==> src/rtl/rr_packet_allocator.sv <==
`default_nettype none
// =============================================================================
// rr_packet_allocator - round-robin output-port allocator, tail release, watchdog
// Revision: 1.0
// =============================================================================
module rr_packet_allocator #(
  parameter int PORTS    = 4,
  parameter int ADR_W    = $clog2(PORTS),
  parameter int MAX_HOLD = 64
) (
  input  logic                        clk,
  input  logic                        rst_n,
  input  logic [ADR_W-1:0]            r_adr,
  input  logic [PORTS-1:0][ADR_W+1:0] in_ch_hdr,
  input  logic [PORTS-1:0]            in_vld,
  input  logic                        out_rdy,
  output logic [PORTS-1:0]            in_rdy,
  output logic [PORTS-1:0]            sel,
  output logic                        shift,
  output logic                        busy,
  output logic [$clog2(PORTS)-1:0]    owner,
  output logic                        err
);

  localparam int PTR_W  = $clog2(PORTS);
  localparam int HOLD_W = (MAX_HOLD > 2) ? $clog2(MAX_HOLD) : 1;
  localparam logic [HOLD_W-1:0] HOLD_LIM = HOLD_W'((MAX_HOLD > 0) ? MAX_HOLD - 1 : 0);
  localparam logic [1:0] T_HEADER = 2'b11;
  localparam logic [1:0] T_TAIL   = 2'b01;
  localparam logic [1:0] T_NULL   = 2'b00;
  localparam logic [PORTS-1:0] ONE = PORTS'(1);

  typedef enum logic [0:0] {IDLE = 1'b0, BUSY = 1'b1} state_t;

  state_t            state;
  logic [PTR_W-1:0]  rr_ptr;
  logic [HOLD_W-1:0] hold_cnt;
  logic [PORTS-1:0]  req;
  logic              any_req;
  logic [PTR_W-1:0]  winner;
  logic [PTR_W-1:0]  winner_inc;
  logic [1:0]        own_type;
  logic              own_bad;
  logic              tail_xfer;
  logic              wd_fire;
  int                idx;

  for (genvar i = 0; i < PORTS; i++) begin : g_req
    assign req[i] = in_vld[i] && (in_ch_hdr[i][ADR_W+1:ADR_W] == T_HEADER)
                    && (in_ch_hdr[i][ADR_W-1:0] == r_adr);
  end

  // Scan from the far end back to rr_ptr so the closest requester is written last.
  always_comb begin
    winner  = '0;
    any_req = 1'b0;
    idx     = 0;
    for (int k = PORTS - 1; k >= 0; k--) begin
      idx = int'(rr_ptr) + k;
      if (idx >= PORTS) idx = idx - PORTS;
      if (req[PTR_W'(idx)]) begin
        winner  = PTR_W'(idx);
        any_req = 1'b1;
      end
    end
  end

  assign winner_inc = (winner == PTR_W'(PORTS - 1)) ? '0 : winner + 1'b1;
  assign own_type   = in_ch_hdr[owner][ADR_W+1:ADR_W];
  assign own_bad    = in_vld[owner] && ((own_type == T_HEADER) || (own_type == T_NULL));
  assign tail_xfer  = in_vld[owner] && (own_type == T_TAIL) && out_rdy;
  assign wd_fire    = (MAX_HOLD > 0) && (hold_cnt == HOLD_LIM) && !tail_xfer;
  assign busy       = (state == BUSY);

  // Grant is combinational so a header can move in the cycle it is first seen.
  always_comb begin
    sel    = '0;
    in_rdy = '0;
    shift  = 1'b0;
    if (rst_n) begin
      if (state == IDLE) begin
        if (any_req) sel = ONE << winner;
        if (out_rdy) in_rdy = sel;
        shift = any_req && out_rdy;
      end else begin
        sel = ONE << owner;
        if (out_rdy && !own_bad) in_rdy = sel;
      end
    end
  end

  always_ff @(posedge clk or negedge rst_n) begin
    if (!rst_n) begin
      state    <= IDLE;
      rr_ptr   <= '0;
      owner    <= '0;
      hold_cnt <= '0;
      err      <= 1'b0;
    end else begin
      case (state)
        IDLE: begin
          if (any_req && out_rdy) begin
            state    <= BUSY;
            owner    <= winner;
            rr_ptr   <= winner_inc;
            hold_cnt <= '0;
          end
        end
        BUSY: begin
          if (hold_cnt != '1) hold_cnt <= hold_cnt + 1'b1;
          if (tail_xfer) begin
            state <= IDLE;
          end else if (own_bad || wd_fire) begin
            state <= IDLE;
            err   <= 1'b1;
          end
        end
        default: state <= IDLE;
      endcase
    end
  end

endmodule
`default_nettype wire

==> config.mk <==
export PLATFORM = sky130hd
export DESIGN_NAME = rr_packet_allocator
export DESIGN_NICKNAME = d
export VERILOG_FILES = /design/src/rtl/rr_packet_allocator.sv
export SDC_FILE = /design/constraint.sdc
export NUM_CORES = 1
export LEC_CHECK = 0
export CORE_MARGIN = 1
export CORE_UTILIZATION = 26
export DETAILED_ROUTE_END_ITERATION = 8
export PLACE_DENSITY = 0.55
export SLEW_MARGIN = 40
export SYNTH_ARGS = -nofsm -noshare
export SYNTH_HDL_FRONTEND = slang
export SYNTH_SLANG_ARGS = --single-unit
==> constraint.sdc <==
create_clock -name clk -period 5.9 [get_ports clk]
set_input_delay 0.59 -clock clk [delete_from_list [all_inputs] [get_ports clk]]
set_output_delay 0.59 -clock clk [all_outputs]
set_load 0.02 [all_outputs]
==> results.yml, run 1 <==
critical_path:
  path_class: "input port to primary output"
  worstPathRequired_ns: 5.31
  critPathSlowestCell: "clkdlybuf4s50_1"
  r2r_cells: 5
  crit_path_end_kind: "primary output"
  max_stage_delay_ns: 0.62
  worstPathArrival_ns: 3.35
  start_kind: "input port"
  critical_path_peak_fanout: 4
  cpMostUsedCell: "clkdlybuf4s50_1"
  crit_chain: "clkdlybuf4s50_1 > xor2_1 > or3_4 > mux2_4 > o221a_4 > inv_2 > ha_1 > a32oi_1 > nor2b_1 > clkdlybuf4s50_1"
clock_tree:
  cts_resized: 0
  clockBufferDepth: 2
  clockRootBuffer: "clkbuf_8"
  cts_tree: "yes"
  cts.clk_slew.worst_paths_ns: 0.06
  h-tree-depth: 1
  cts_setup_buffers: 0
  cts_buffers: 3
  cts_hold_buf: 0
  worstSkewPairLatency_ns: 0.24
  clkSinkCount: 12
synth:
  ys_warn_count: 0
  synth.avg_cell_area_um2: 9.33
  synthArstFlopShare_pct: 100
  synth_cells: 112
  synth_edf_count: 0
  syn-cell-area_um2: 1040
  syn_nets: 143
  synth_most_common_cell: "dfrtp_1"
  yosys_register_bits: 12
  yosysTopAreaCellShare_pct: 28.7
  synth_seq_area_share_pct: 28.7
  ys_types: 40
  synth_area_leaders: "dfrtp_1, ha_1, mux4_2, xor2_1, nand3_1"
  synth_common_cells: "dfrtp_1, nand3_1, nand2_1"
  yosysTopAreaCell: "dfrtp_1"
  synth_flop_cell: "dfrtp_1"
floorplan:
  fp.dieArea_um2: 4280
  dieHeight_um: 65.4
  num_io_pins: 38
  start_util_pct: 27.9
  rows: 22
  die-width_um: 65.4
  core-area_um2: 3740
routing:
  antenna_left: 0
  wl_um: 2600
  drtPass1Iterations: 4
  via_per_inst: 5.06
  vias: 1002
  avgRoutedWirePerCell_um: 13.2
  drc: 0
  drt_iter0_markers: 69
timing:
  finalSetupTns_ns: 0
  worst_pin_slew_ns: 0.626
  hold_violations: 0
  slew_violations: 0
  period_minus_slack_ns: 3.94
  finClkSkew_ns: 0.00417
  rsz0062_at_grt: "false"
  fmax_ghz: 0.254
  relSlewSlack_pct: 58.3
  period_share_pct: 66.8
  finalSetupViolCount: 0
grt:
  grt_pass1_vias: 966
  grt_use_total_pct: 13.2
  grt_pass1_wl_um: 4320
  antenna_found_initial: 0
  overflow: 0
  grt_max_degree: 19
final_layout:
  nets: 182
  diodes: 0
  fin_cells: 198
  drive_gt1_share_pct: 12.7
  area_growth_pct: 44.4
min_path:
  hp-class: "input port to asynchronous set/reset pin"
flow_run:
  maxCapViolCount: 0
placement:
  hpwl_um: 2090
  portBuffers: 37
  placed_cells: 194
  gp_congestion: 0.827
power:
  cellPowerDensity_nw_per_um2: 286
  p_leak_nw: 0.601
  ir_drop_uv: 110
status:
  outcome: "complete, no violations"
flip-flops by register name (all words and copies together), names as in the netlist:
name	count
rr_ptr	2
err	1
owner	2
busy	1
hold_cnt	6
logic make-up after synthesis:
kind of cell	Yosys count	share of synthesized area, %
fa+ha+maj	6	7.19
xor+xnor	10	8.38
flops	12	28.7
simple gates	41	21.1
compound gates	27	20.2
buf+inv	10	4.07
mux	6	10.3
worst paths after layout:
check | from | to | slack [ns]
hold reg to reg | err | err | 0.47
setup / recovery | r_adr[0] | sel[2] | 1.96
min in group clk | err | err | 0.47
hold / removal | rst_n | hold_cnt[5] | 0.25
setup reg to reg | busy | hold_cnt[2] | 3.90
max in group asynchronous | rst_n | hold_cnt[3] | 5.38
metal layers:
metal,wire (µm),track usage (%),up-vias
li1,-,-,491
met1,1170,15.8,478
met2,1260,21.8,22
met3,95,3.99,11
met4,83,5.71,0
met5,0,0,-
report_power, final:
part	switching, mW	internal [mW]
Clock	0.0324	0.0591
Sequential	0.0421	0.110
Combinational	0.0921	0.0957
Total	0.167	0.264
cell usage in the layout (no fill, tap or decap), types with 3 or more instances in the layout:
cell type / netlist / routed
ha_1: 6 / 6
a21oi_1: 4 / 4
a22o_1: 3 / 3
dfrtp_1: 12 / 12
nand2_1: 7 / 7
clkdlybuf4s50_1: 0 / 36
and3_1: 4 / 4
clkbuf_8: 0 / 4
xnor2_1: 4 / 4
nor2b_1: 5 / 5
nor3_1: 3 / 3
nor2_1: 6 / 6
o21ai_0: 6 / 6
mux4_2: 3 / 3
xor2_1: 6 / 6
inv_1: 6 / 6
nand3_1: 9 / 9
worst max-delay path: cells and delay by family:
kind,cells,cell delay (ns)
xor gates and xnor gates,1,0.22
adders and majority gates,1,0.14
muxes,1,0.28
buffers and inverters,3,1.21
AOI/OAI and AO/OA,2,0.36
and+or+nand+nor,2,0.55
per-stage QoR:
stage / cell area (µm²) / setup slack (ns) / hold WS, ns / util, % / power, mW
after global placement: 1460 / 1.99 / 0.458 / 39.0 / 0.337
after CTS: 1510 / 1.94 / 0.473 / 40.4 / 0.435
after detailed placement: 1460 / 1.94 / 0.461 / 39.0 / 0.342
after floorplan: 1040 / 3.02 / 0.294 / - / 0.266
after global routing: 1510 / 1.80 / 0.283 / 40.3 / 0.464
final: 1510 / 1.96 / 0.254 / 40.3 / 0.431
layout make-up:
| cell class | instances | area [µm²] |
|---|---|---|
| Fill cell | 385 | 2230 |
| Multi-Input combinational cell | 90 | 702 |
| Timing Repair Buffer | 37 | 365 |
| Sequential cell | 12 | 300 |
| Tap cell | 48 | 60.1 |
| Clock buffer | 4 | 55.1 |
| Inverter | 7 | 26.3 |
No activity file was read; power rests on OpenSTA's default activity.
==> run 2, diff against run 1 <==
Clock period 5.9 ns to 3.85 ns, I/O delays scaled along.
==> results.yml, run 2 (synthesis results as in run 1) <==
timing:
  finalSetupTns_ns: 0
  period_share_pct: 91.9
  finClkSkew_ns: 0.00106
  slew_violations: 0
  worst_pin_slew_ns: 0.452
  rsz0062_at_grt: "false"
  hold_violations: 0
  relSlewSlack_pct: 69.8
  period_minus_slack_ns: 3.54
  fmax_ghz: 0.283
  finalSetupViolCount: 0
routing:
  vias: 985
  wl_um: 2630
  avgRoutedWirePerCell_um: 13.1
  drt_iter0_markers: 35
  drtPass1Iterations: 4
  via_per_inst: 4.93
  drc: 0
  antenna_left: 0
floorplan:
  num_io_pins: 38
  start_util_pct: 27.9
  dieHeight_um: 65.4
  core-area_um2: 3740
  fp.dieArea_um2: 4280
  rows: 22
  die-width_um: 65.4
final_layout:
  largest_reg_flops: 6
  max_flop_register: "hold_cnt"
  nets: 184
  area_growth_pct: 46.3
  mostFrequentLayoutCells: "clkdlybuf4s50_1, dfrtp_1, nand3_1, nand2_1"
  diodes: 0
  fillers: 402
  reg_top3: "hold_cnt: 6 flops, owner: 2 flops, rr_ptr: 2 flops"
  layout_commonest_cell: "clkdlybuf4s50_1"
  drive_gt1_share_pct: 13.2
  fin_util_pct: 40.8
critical_path:
  crit_chain: "clkdlybuf4s50_1 > xor2_1 > or3_4 > mux2_4 > o221a_4 > inv_2 > ha_1 > a32oi_1 > nor2_1 > clkdlybuf4s50_1"
  crit_family: "buffers and inverters"
  path_buf_inv: 3
  critPathSlowestCell: "clkdlybuf4s50_1"
  cpMostUsedCell: "clkdlybuf4s50_1"
  worstPathRequired_ns: 3.46
  crit_path_end_kind: "primary output"
  critical_path_peak_fanout: 4
  max_stage_delay_ns: 0.62
  path_class: "input port to primary output"
  worstPathArrival_ns: 3.15
  start_kind: "input port"
clock_tree:
  clockRootBuffer: "clkbuf_8"
  worstSkewPairLatency_ns: 0.25
  cts_setup_buffers: 0
  cts_tree: "yes"
  cts.clk_slew.worst_paths_ns: 0.06
  cts_hold_buf: 0
  cts_resized: 0
  clockBufferDepth: 2
  cts_buffers: 3
  h-tree-depth: 1
  clkSinkCount: 12
power:
  internal-power_uw: 407
  pwr-share-comb_pct: 43.7
  seq_power_share_pct: 35.0
  switching_share_pct: 38.6
  clkPwrFrac_pct: 21.3
  switchingPower_uw: 256
  p_leak_nw: 0.611
  cellPowerDensity_nw_per_um2: 434
  ir_drop_uv: 269
grt:
  grt_pass1_wl_um: 4440
  overflow: 0
  grt_max_degree: 19
  grt_pass1_vias: 1028
  grt_use_total_pct: 13.5
  antenna_found_initial: 0
status:
  outcome: "complete, no violations"
min_path:
  hp-class: "input port to asynchronous set/reset pin"
placement:
  hpwl_um: 2140
  portBuffers: 37
  gp_congestion: 0.817
flow_run:
  maxCapViolCount: 0
==> run 2: changes by cell type in the layout (fill, tap and decap cells not counted) <==
cell and delta:
buf_4 +2, buf_2 -1, clkdlybuf4s50_1 +1
==> run 2: through the flow <==
stage	hold WS [ns]	worst slack, ns	cell area [µm²]	std cells	power (mW)
5_1_grt	0.468	0.200	1530	200	0.718
3_5_place_dp	0.463	0.311	1470	196	0.526
4_1_cts	0.457	0.298	1530	200	0.671
6_report	0.455	0.313	1530	200	0.663
2_1_floorplan	0.0894	1.38	1040	112	0.408
3_3_place_gp	0.459	0.353	1470	196	0.518
==> run 2: cell type report <==
class	count	area [µm²]	share of cell area, %
Inverter	7	26.3	1.72
Sequential cell	12	300	19.6
Timing Repair Buffer	39	385	25.2
Multi-Input combinational cell	90	702	45.9
Tap cell	48	60.1	3.93
Clock buffer	4	55.1	3.60
==> run 2: power by group through the flow <==
| stage | Combinational [mW] | Clock (mW) | Sequential (mW) |
|---|---|---|---|
| 6_report | 0.290 | 0.141 | 0.232 |
| 5_1_grt | 0.327 | 0.151 | 0.240 |
| 4_1_cts | 0.292 | 0.146 | 0.233 |
| 2_1_floorplan | 0.184 | 0 | 0.224 |
| 3_5_place_dp | 0.291 | 0 | 0.235 |
| 3_3_place_gp | 0.286 | 0 | 0.232 |
==> run 2: per-layer routing <==
metal,track usage [%],vias to the layer above,wire length [µm]
li1,-,493,-
met5,0,-,0
met1,15.4,465,1170
met2,23.8,20,1300
met3,4.17,7,112
met4,4.08,0,46
==> run 2: path summary, 6_finish.rpt <==
kind                       slack [ns]     start  cells after the start     endpoint
setup / recovery                 0.31  r_adr[0]                     10    in_rdy[2]
hold reg to reg                  0.48       err                      1          err
hold / removal                   0.45     rst_n                      2  hold_cnt[4]
min in group clk                 0.48       err                      1          err
max in group asynchronous        3.21     rst_n                      2     owner[1]
setup reg to reg                 1.92  owner[1]                      5          err
